==> config.mk <==
export PLATFORM = sky130hd
export DESIGN_NAME = echo_responder
export DESIGN_NICKNAME = d
export VERILOG_FILES = /design/src/rtl/echo_responder.sv
export SDC_FILE = /design/constraint.sdc
export NUM_CORES = 1
export LEC_CHECK = 0
export ABC_CLOCK_PERIOD_IN_PS = 2500
export CAP_MARGIN = 15
export CORE_ASPECT_RATIO = 1.4
export CORE_MARGIN = 2
export CORE_UTILIZATION = 37
export DETAILED_ROUTE_END_ITERATION = 6
export GPL_TIMING_DRIVEN = 0
export PLACE_DENSITY = 0.62
export SYNTH_ARGS = -nofsm -noshare
export SYNTH_HDL_FRONTEND = slang
export SYNTH_SLANG_ARGS = --single-unit
==> constraint.sdc <==
create_clock -name clk_50M -period 2.5 [get_ports clk_50M]
set_input_delay 0.5 -clock clk_50M [delete_from_list [all_inputs] [get_ports clk_50M]]
set_output_delay 0.5 -clock clk_50M [all_outputs]
set_load 0.02 [all_outputs]
==> src/rtl/echo_responder.sv <==
// Ultrasonic echo responder: qualifies a trigger pulse, waits a burst interval, then emits an echo
// whose width encodes distance_cm. Optional counter enabled by macro ECHO_RESPONDER_COUNT_EN.
module echo_responder #(
    parameter int unsigned CLK_PER_CM  = 2941,
    parameter int unsigned TRIG_MIN    = 500,
    parameter int unsigned BURST_CYC   = 10000,
    parameter int unsigned HOLDOFF_CYC = 50000,
    parameter int unsigned MAX_CM      = 400
) (
    input  logic        clk_50M,
    input  logic        reset_n,
    input  logic        trig_in,
    input  logic [8:0]  distance_cm,
    output logic        echo_tx,
    output logic        busy,
    output logic        trig_err,
    output logic [2:0]  state,
    output logic [15:0] echo_count
);

    typedef enum logic [2:0] {
        StIdle    = 3'd0,
        StTrig    = 3'd1,
        StBurst   = 3'd2,
        StEcho    = 3'd3,
        StHoldoff = 3'd4
    } state_e;

    localparam logic [21:0] TrigMin   = 22'(TRIG_MIN);
    localparam logic [21:0] BurstLast = 22'(BURST_CYC - 1);
    localparam logic [21:0] PerCmLast = 22'(CLK_PER_CM - 1);
    localparam logic [21:0] HoldLast  = 22'(HOLDOFF_CYC - 1);
    localparam logic [8:0]  MaxCm     = 9'(MAX_CM);

    state_e      state_q, state_d;
    logic [21:0] cnt_q, cnt_d;
    logic [8:0]  cm_q, cm_d;
    logic [8:0]  dist_q, dist_d;
    logic        trig_prev_q;
    logic        echo_q, echo_d;
    logic        err_q, err_d;

    always_comb begin
        state_d = state_q;
        cnt_d   = cnt_q;
        cm_d    = cm_q;
        dist_d  = dist_q;
        err_d   = 1'b0;
        case (state_q)
            StIdle: begin
                if (trig_in && !trig_prev_q) begin
                    state_d = StTrig;
                    cnt_d   = 22'd1;
                end
            end
            StTrig: begin
                if (trig_in) begin
                    if (cnt_q < TrigMin) cnt_d = cnt_q + 22'd1;
                end else if (cnt_q >= TrigMin) begin
                    dist_d  = (distance_cm > MaxCm) ? MaxCm : distance_cm;
                    cnt_d   = '0;
                    state_d = StBurst;
                end else begin
                    err_d   = 1'b1;
                    cnt_d   = '0;
                    state_d = StIdle;
                end
            end
            StBurst: begin
                if (cnt_q == BurstLast) begin
                    cnt_d   = '0;
                    cm_d    = '0;
                    state_d = (dist_q == 9'd0) ? StHoldoff : StEcho;
                end else begin
                    cnt_d = cnt_q + 22'd1;
                end
            end
            StEcho: begin
                // Inner counter spans one cm of echo, outer counter counts cm.
                if (cnt_q == PerCmLast) begin
                    cnt_d = '0;
                    if (cm_q == dist_q - 9'd1) begin
                        cm_d    = '0;
                        state_d = StHoldoff;
                    end else begin
                        cm_d = cm_q + 9'd1;
                    end
                end else begin
                    cnt_d = cnt_q + 22'd1;
                end
            end
            StHoldoff: begin
                if (cnt_q == HoldLast) begin
                    cnt_d   = '0;
                    state_d = StIdle;
                end else begin
                    cnt_d = cnt_q + 22'd1;
                end
            end
            default: begin
                state_d = StIdle;
                cnt_d   = '0;
                cm_d    = '0;
            end
        endcase
        echo_d = (state_d == StEcho);
    end

    always_ff @(posedge clk_50M or negedge reset_n) begin
        if (!reset_n) begin
            state_q     <= StIdle;
            cnt_q       <= '0;
            cm_q        <= '0;
            dist_q      <= '0;
            trig_prev_q <= 1'b1;
            echo_q      <= 1'b0;
            err_q       <= 1'b0;
        end else begin
            state_q     <= state_d;
            cnt_q       <= cnt_d;
            cm_q        <= cm_d;
            dist_q      <= dist_d;
            trig_prev_q <= trig_in;
            echo_q      <= echo_d;
            err_q       <= err_d;
        end
    end

`ifdef ECHO_RESPONDER_COUNT_EN
    logic [15:0] echo_count_q;

    always_ff @(posedge clk_50M or negedge reset_n) begin
        if (!reset_n) begin
            echo_count_q <= '0;
        end else if (state_q == StEcho && state_d == StHoldoff && echo_count_q != 16'hFFFF) begin
            echo_count_q <= echo_count_q + 16'd1;
        end
    end

    assign echo_count = echo_count_q;
`else
    assign echo_count = 16'd0;
`endif

    assign state    = state_q;
    assign echo_tx  = echo_q;
    assign trig_err = err_q;
    assign busy     = (state_q != StIdle) && (state_q != StTrig);

endmodule

==> flow_summary.ini <==
[grt]
grt_use_total_pct = 17.2
gr-total-overflow = 0
grt_max_degree = 35
antenna_found_initial = 0
grt_first_pass_wirelength_um = 12400
first_global_vias = 2609

[sta]
finalMaxSlewViolations = 0
maxSlewHeadroom_pct = 59.4
setup_viol = 0
hold_viol_final = 0
max_freq_ghz = 0.401
tightestPinTransition_ps = 603
finalCriticalPeriod_ps = 2500
rsz0062_at_grt = yes
clock_skew_ps = 4.53
fin_crit_sh_pct = 99.9

[floorplanning]
row_count = 38
floorplan.initialDensity_pct = 38.4
die_width_um = 80.2
core_mm2 = 0.00785
die_h_um = 111
top_level_ports = 34
die-area_mm2 = 0.00888

[logic_synthesis]
yosysUniqueCellTypes = 61
synth-main-ff-cell = dfrtp_1
synth-seq-cells = 46
syn_area_per_cell_um2 = 8.52
ys.warnings.count = 0
async_reset_ff_share_pct = 100
netlist_area_mm2 = 0.00301
seq_area_frac_synth_pct = 38.3
synth-edff-count = 0
syn_inst = 353

[cells_and_area]
final_util_pct = 46.4
area_growth_pct = 21.1
final_area_mm2 = 0.00364
fillCellCount = 791
layout-drive-gt1-share_pct = 17.2
layout_common_cells = dfrtp_1, nand2_1, buf_4
nets = 417
final_common_cell = dfrtp_1
antenna_cells = 0

[power]
peakVddDrop_mv = 0.210
p_per_area_mw_per_mm2 = 361
p_leak_nw = 1.52

[setup_path]
crit_chain = clkbuf_2 -> or4_1 -> a211o_1 -> o2bb2ai_4 -> or2_1 -> buf_6 -> buf_8 -> o31ai_1
crit_slowest_cell = or4_1
required_ps = 2710
crit_type = reg -> reg
cp_slowest_stage_delay_ps = 490
crit_fanout = 10
crit_start = cnt_q[13]
timing.rr.start = cnt_q[13]
critPathBufInv = 3
cp.arrival_ps = 2700
end_kind = flop
startpoint_type = flop
critical_path.top_delay_family = simple AND/OR/NAND/NOR gates

[placement]
gp_congestion = 0.870
dp_hpwl_um = 5500
io_buffers = 17
place_area_mm2 = 0.00338

[clock_network]
cts_buffers = 5
cts_root_buf = clkbuf_8
cts.clk_slew.worst_paths_ps = 90
clk_latency_ps = 300
cts_tree = done
clkSinkCount = 46
htree_levels = 2
clockBufferDepth = 2

[run]
cap_violations = 0

[worst_hold_path]
worstHoldPathType = in -> async

[drt]
drc_errors = 0
viasPerCell = 5.49
wl_per_cell_um = 15.1
drtIter0Drc = 122
vias = 2756
drtAntennaViolNets = 0
finalWirelength_um = 7570
firstDrtPassIters = 4

[outcome]
status = finished, final reports clean
worst register-to-register path, stage by stage (launching register included):
cell	delay [ps]
dfrtp_1	390
clkbuf_2	190
or4_1	490
a211o_1	320
o2bb2ai_4	190
or2_1	260
buf_6	150
buf_8	150
o31ai_1	240
repair_timing:
item,in CTS,in global routing
setup endpoints to repair,29,31
buffers inserted,5,5
gates resized for setup,15,25
cloned,0,0
pin swaps,4,3
hold buffers,0,0
stage by stage:
stage	instances	total power, mW	setup slack (ps)	hold slack [ps]	TNS, ps
after floorplan	368	0.807	55.8	204	0
after global placement	485	0.844	-451	477	-25510
after detailed placement	486	0.848	-314	419	-6340
after CTS	498	1.33	4.07	90.4	0
after global routing	502	1.38	-113	88.4	-1180
final	502	1.32	3.51	81.3	0
where the power goes:
group          leakage, nW  switching, mW  total (mW)  internal (mW)
registers            0.606       0.000594       0.745          0.745
clock network       0.0472          0.262       0.484          0.223
logic                0.867         0.0490      0.0863         0.0373
cell usage after synthesis, drive strengths merged, types with 5 or more instances:
| master | count | area (um2) |
|---|---|---|
| a21oi | 10 | 50.1 |
| a31oi | 8 | 50.1 |
| and3 | 8 | 50.1 |
| buf | 21 | 158 |
| clkbuf | 10 | 37.5 |
| dfrtp | 45 | 1130 |
| inv | 12 | 45.0 |
| nand2 | 34 | 128 |
| nand2b | 7 | 43.8 |
| nand3 | 18 | 90.1 |
| nand4 | 6 | 37.5 |
| nor2 | 25 | 93.8 |
| nor2b | 7 | 43.8 |
| nor3 | 8 | 40.0 |
| nor4 | 5 | 37.5 |
| o21ai | 41 | 209 |
| o31ai | 13 | 97.6 |
| o41ai | 5 | 43.8 |
| or2 | 5 | 31.3 |
| xnor2 | 9 | 78.8 |
routing by layer:
layer  track usage [%]  vias to the layer above  part of all wire [%]
met5                 0                        -                     0
met4              5.42                        0                   1.8
met3              3.42                       12                   2.9
met2              30.5                       42                    54
met1              20.5                     1349                    41
li1                  -                     1353                     -
registers in the layout, summed over array words and instances, names as in the netlist:
signal / flops
trig_prev_q: 1
trig_err: 1
dist_q: 9
state: 3
cm_q: 9
cnt_q: 22
echo_tx: 1
final timing paths:
kind / to / slack [ps] / depth (start not counted)
setup reg to reg: cnt_q[21] / 4 / 8
hold / removal: dist_q[3] / 80 / 1
max in group asynchronous: cnt_q[20] / 1910 / 2
min in group clk_50M: cnt_q[17] / 520 / 1
setup / recovery: cnt_q[21] / 4 / 8
hold reg to reg: cnt_q[17] / 520 / 1
final cells by class:
class                           count  area, um2  share of cell area (%)
Buffer                             29        208                    5.70
Clock buffer                        6       82.6                    2.27
Clock inverter                      2       12.5                   0.343
Inverter                           12       45.0                    1.24
Multi-Input combinational cell    279       1750                    48.1
Sequential cell                    46       1160                    31.7
Tap cell                          100        125                    3.43
Timing Repair Buffer               28        260                    7.14
cells by family after synthesis:
family	after synthesis	synth area share, %
compound gates	102	22.5
other cells	1	0.125
simple gates	142	24.8
buf+inv	43	7.98
flops	46	38.3
fa+ha+maj	5	2.00
mux	2	0.748
xor+xnor	12	3.49
Note: power is estimated with default switching activity, not from simulation.
==> RTL edit (config.mk and constraints unchanged) <==
Add a define of `ECHO_RESPONDER_COUNT_EN`.
--- a/src/rtl/echo_responder.sv
+++ b/src/rtl/echo_responder.sv
@@ -1,4 +1,6 @@
 // Ultrasonic echo responder: qualifies a trigger pulse, waits a burst interval, then emits an echo
 // whose width encodes distance_cm. Optional counter enabled by macro ECHO_RESPONDER_COUNT_EN.
+`define ECHO_RESPONDER_COUNT_EN
+
 module echo_responder #(
     parameter int unsigned CLK_PER_CM  = 2941,
Formal check against the unedited RTL: same outputs for any inputs over 10 cycles, from zero or initial values and one cycle with reset_n low; that may be too few to reach the edited logic, so the function may still have changed.
==> RTL edit against the original RTL <==
  * The flow now finishes with violations (negative setup slack)
  * Synthesized area grew 21%
  * Sequential cell count up 16
  * Wire length increased by 34%
  * Design area grew 40%
  * Setup slack lost 0.13 ns
  * First-iteration DRC count increased by 52%
  * Global-route usage increased by 1.9 points
  * Final cell count grew 25%
  * Largest cell class unchanged
Power is not compared: it rests on default switching activity, and its combinational part moved more than twofold at a synthesized area within 25%.
==> RTL edit: results (changes against the original RTL) <==
| Metric | Value |
|---|---|
| Clock tree sinks | `62 (+35%)` |
| Non-clock buffer area fraction after layout | `0.134 (+0.00547)` |
| Synth top cells by count | `61 x sky130_fd_sc_hd__dfrtp_1, 52 x sky130_fd_sc_hd__nand2_1, 34 x sky130_fd_sc_hd__nor2_1` |
| Number of nets in the layout | `508 (+22%)` |
| Sum of net half-perimeters after detailed placement | `6370 microns (+16%)` |
| Routed Wire Length | `10100 microns (+34%)` |
| TritonCTS Buffers | `9 (+4)` |
| Final setup violation count | `17 (+17)` |
| Final-layout clock-cell area share | `0.0528 (+0.0267)` |
| Final Util | `0.535 (+0.0710)` |
| Gpl congestion | `0.903 (+3.8%)` |
| Clock insertion delay at the later pin of the skew report | `0.33 ns (+0.03 ns)` |
| Number of global-route vias before repair | `3301 (+27%)` |
| Clock transition at the register clock pins on the worst setup and hold paths after CTS | `0.05 ns (-0.04 ns)` |
| Adder and majority gate portion of the synthesized area | `0.0172 (-0.00278)` |
| Outcome | `complete, but fails checks` |
| Total Neg Setup Slack | `-1.07 ns (-1.07 ns)` |
| Fraction of the yosys area taken by sequential cells | `0.426 (+0.0434)` |
| Violations in the final reports | `negative setup slack` |
| Clock buffer count | `12 (+6)` |
| Cell Area, Placed | `4140 sq um (+22%)` |
| Routed WL per cell | `16.1 microns (+6.8%)` |
| Cell variety after synth | `53 (-13%)` |
| Post-placement setup slack | `-0.404 ns (-0.0902 ns)` |
| Share of layout cells above drive strength 1 | `0.238 (+0.0663)` |
| Worst path arrival time | `2.88 ns (+0.18 ns)` |
| Worst path setup slack after routing | `-0.125 ns (-0.129 ns)` |
| Mux contribution to synthesized area | `0.0148 (+0.00729)` |
| Crit-path leading delay family | `compound AO/OA/AOI/OAI gates` |
| Count of placed standard cells including taps | `577 (+19%)` |
[RTL edit: cell types whose count changed after synthesis, moves of 9 or more]
cell and delta:
sky130_fd_sc_hd__a22o_1 +9, sky130_fd_sc_hd__buf_4 -18, sky130_fd_sc_hd__dfrtp_1 +16, sky130_fd_sc_hd__nand2_1 +18, sky130_fd_sc_hd__nor2_1 +9, sky130_fd_sc_hd__nor3_1 +12
sky130_fd_sc_hd__o21ai_0 -9, sky130_fd_sc_hd__xor2_1 +13
[RTL edit: power by group through the flow]
stage                     logic, mW  registers, mW  clock network [mW]
after global routing          0.273           1.19                1.20
after floorplan               0.137           1.15                   0
after detailed placement      0.205           1.18                   0
after CTS                     0.211           1.17                1.16
after global placement        0.199           1.18                   0
final                         0.244           1.17                1.12
[RTL edit: timing repair]
action,in CTS,in global routing
setup endpoints to repair,51,56
gates resized for setup,51,48
pin swaps,19,32
cloned,1,1
buffers inserted,9,27
[RTL edit: worst max-delay path by stage]
stage,startpoint,end,slack (ns),cells after the start
after floorplan,dist_q[2]$_DFFE_PN0P_,echo_count[8]$_DFFE_PN0P_,0.02,8
after global placement,reset_n,cm_q[2]$_DFFE_PN0P_,-1.22,1
after detailed placement,cnt_q[0]$_DFFE_PN0P_,cnt_q[5]$_DFFE_PN0P_,-0.40,9
after CTS,dist_q[0]$_DFFE_PN0P_,state[2]$_DFF_PN0_,-0.15,10
after global routing,dist_q[3]$_DFFE_PN0P_,echo_count[2]$_DFFE_PN0P_,-0.19,8
final,dist_q[0]$_DFFE_PN0P_,state[2]$_DFF_PN0_,-0.13,11
[RTL edit: layer usage]
layer / track usage / vias to the layer above / wire [microns]
li1: - / 1663 / -
met4: 0.0846 / 0 / 323
met2: 0.323 / 91 / 5270
met3: 0.0340 / 24 / 400
met1: 0.236 / 1658 / 4110
met5: 0 / - / 0
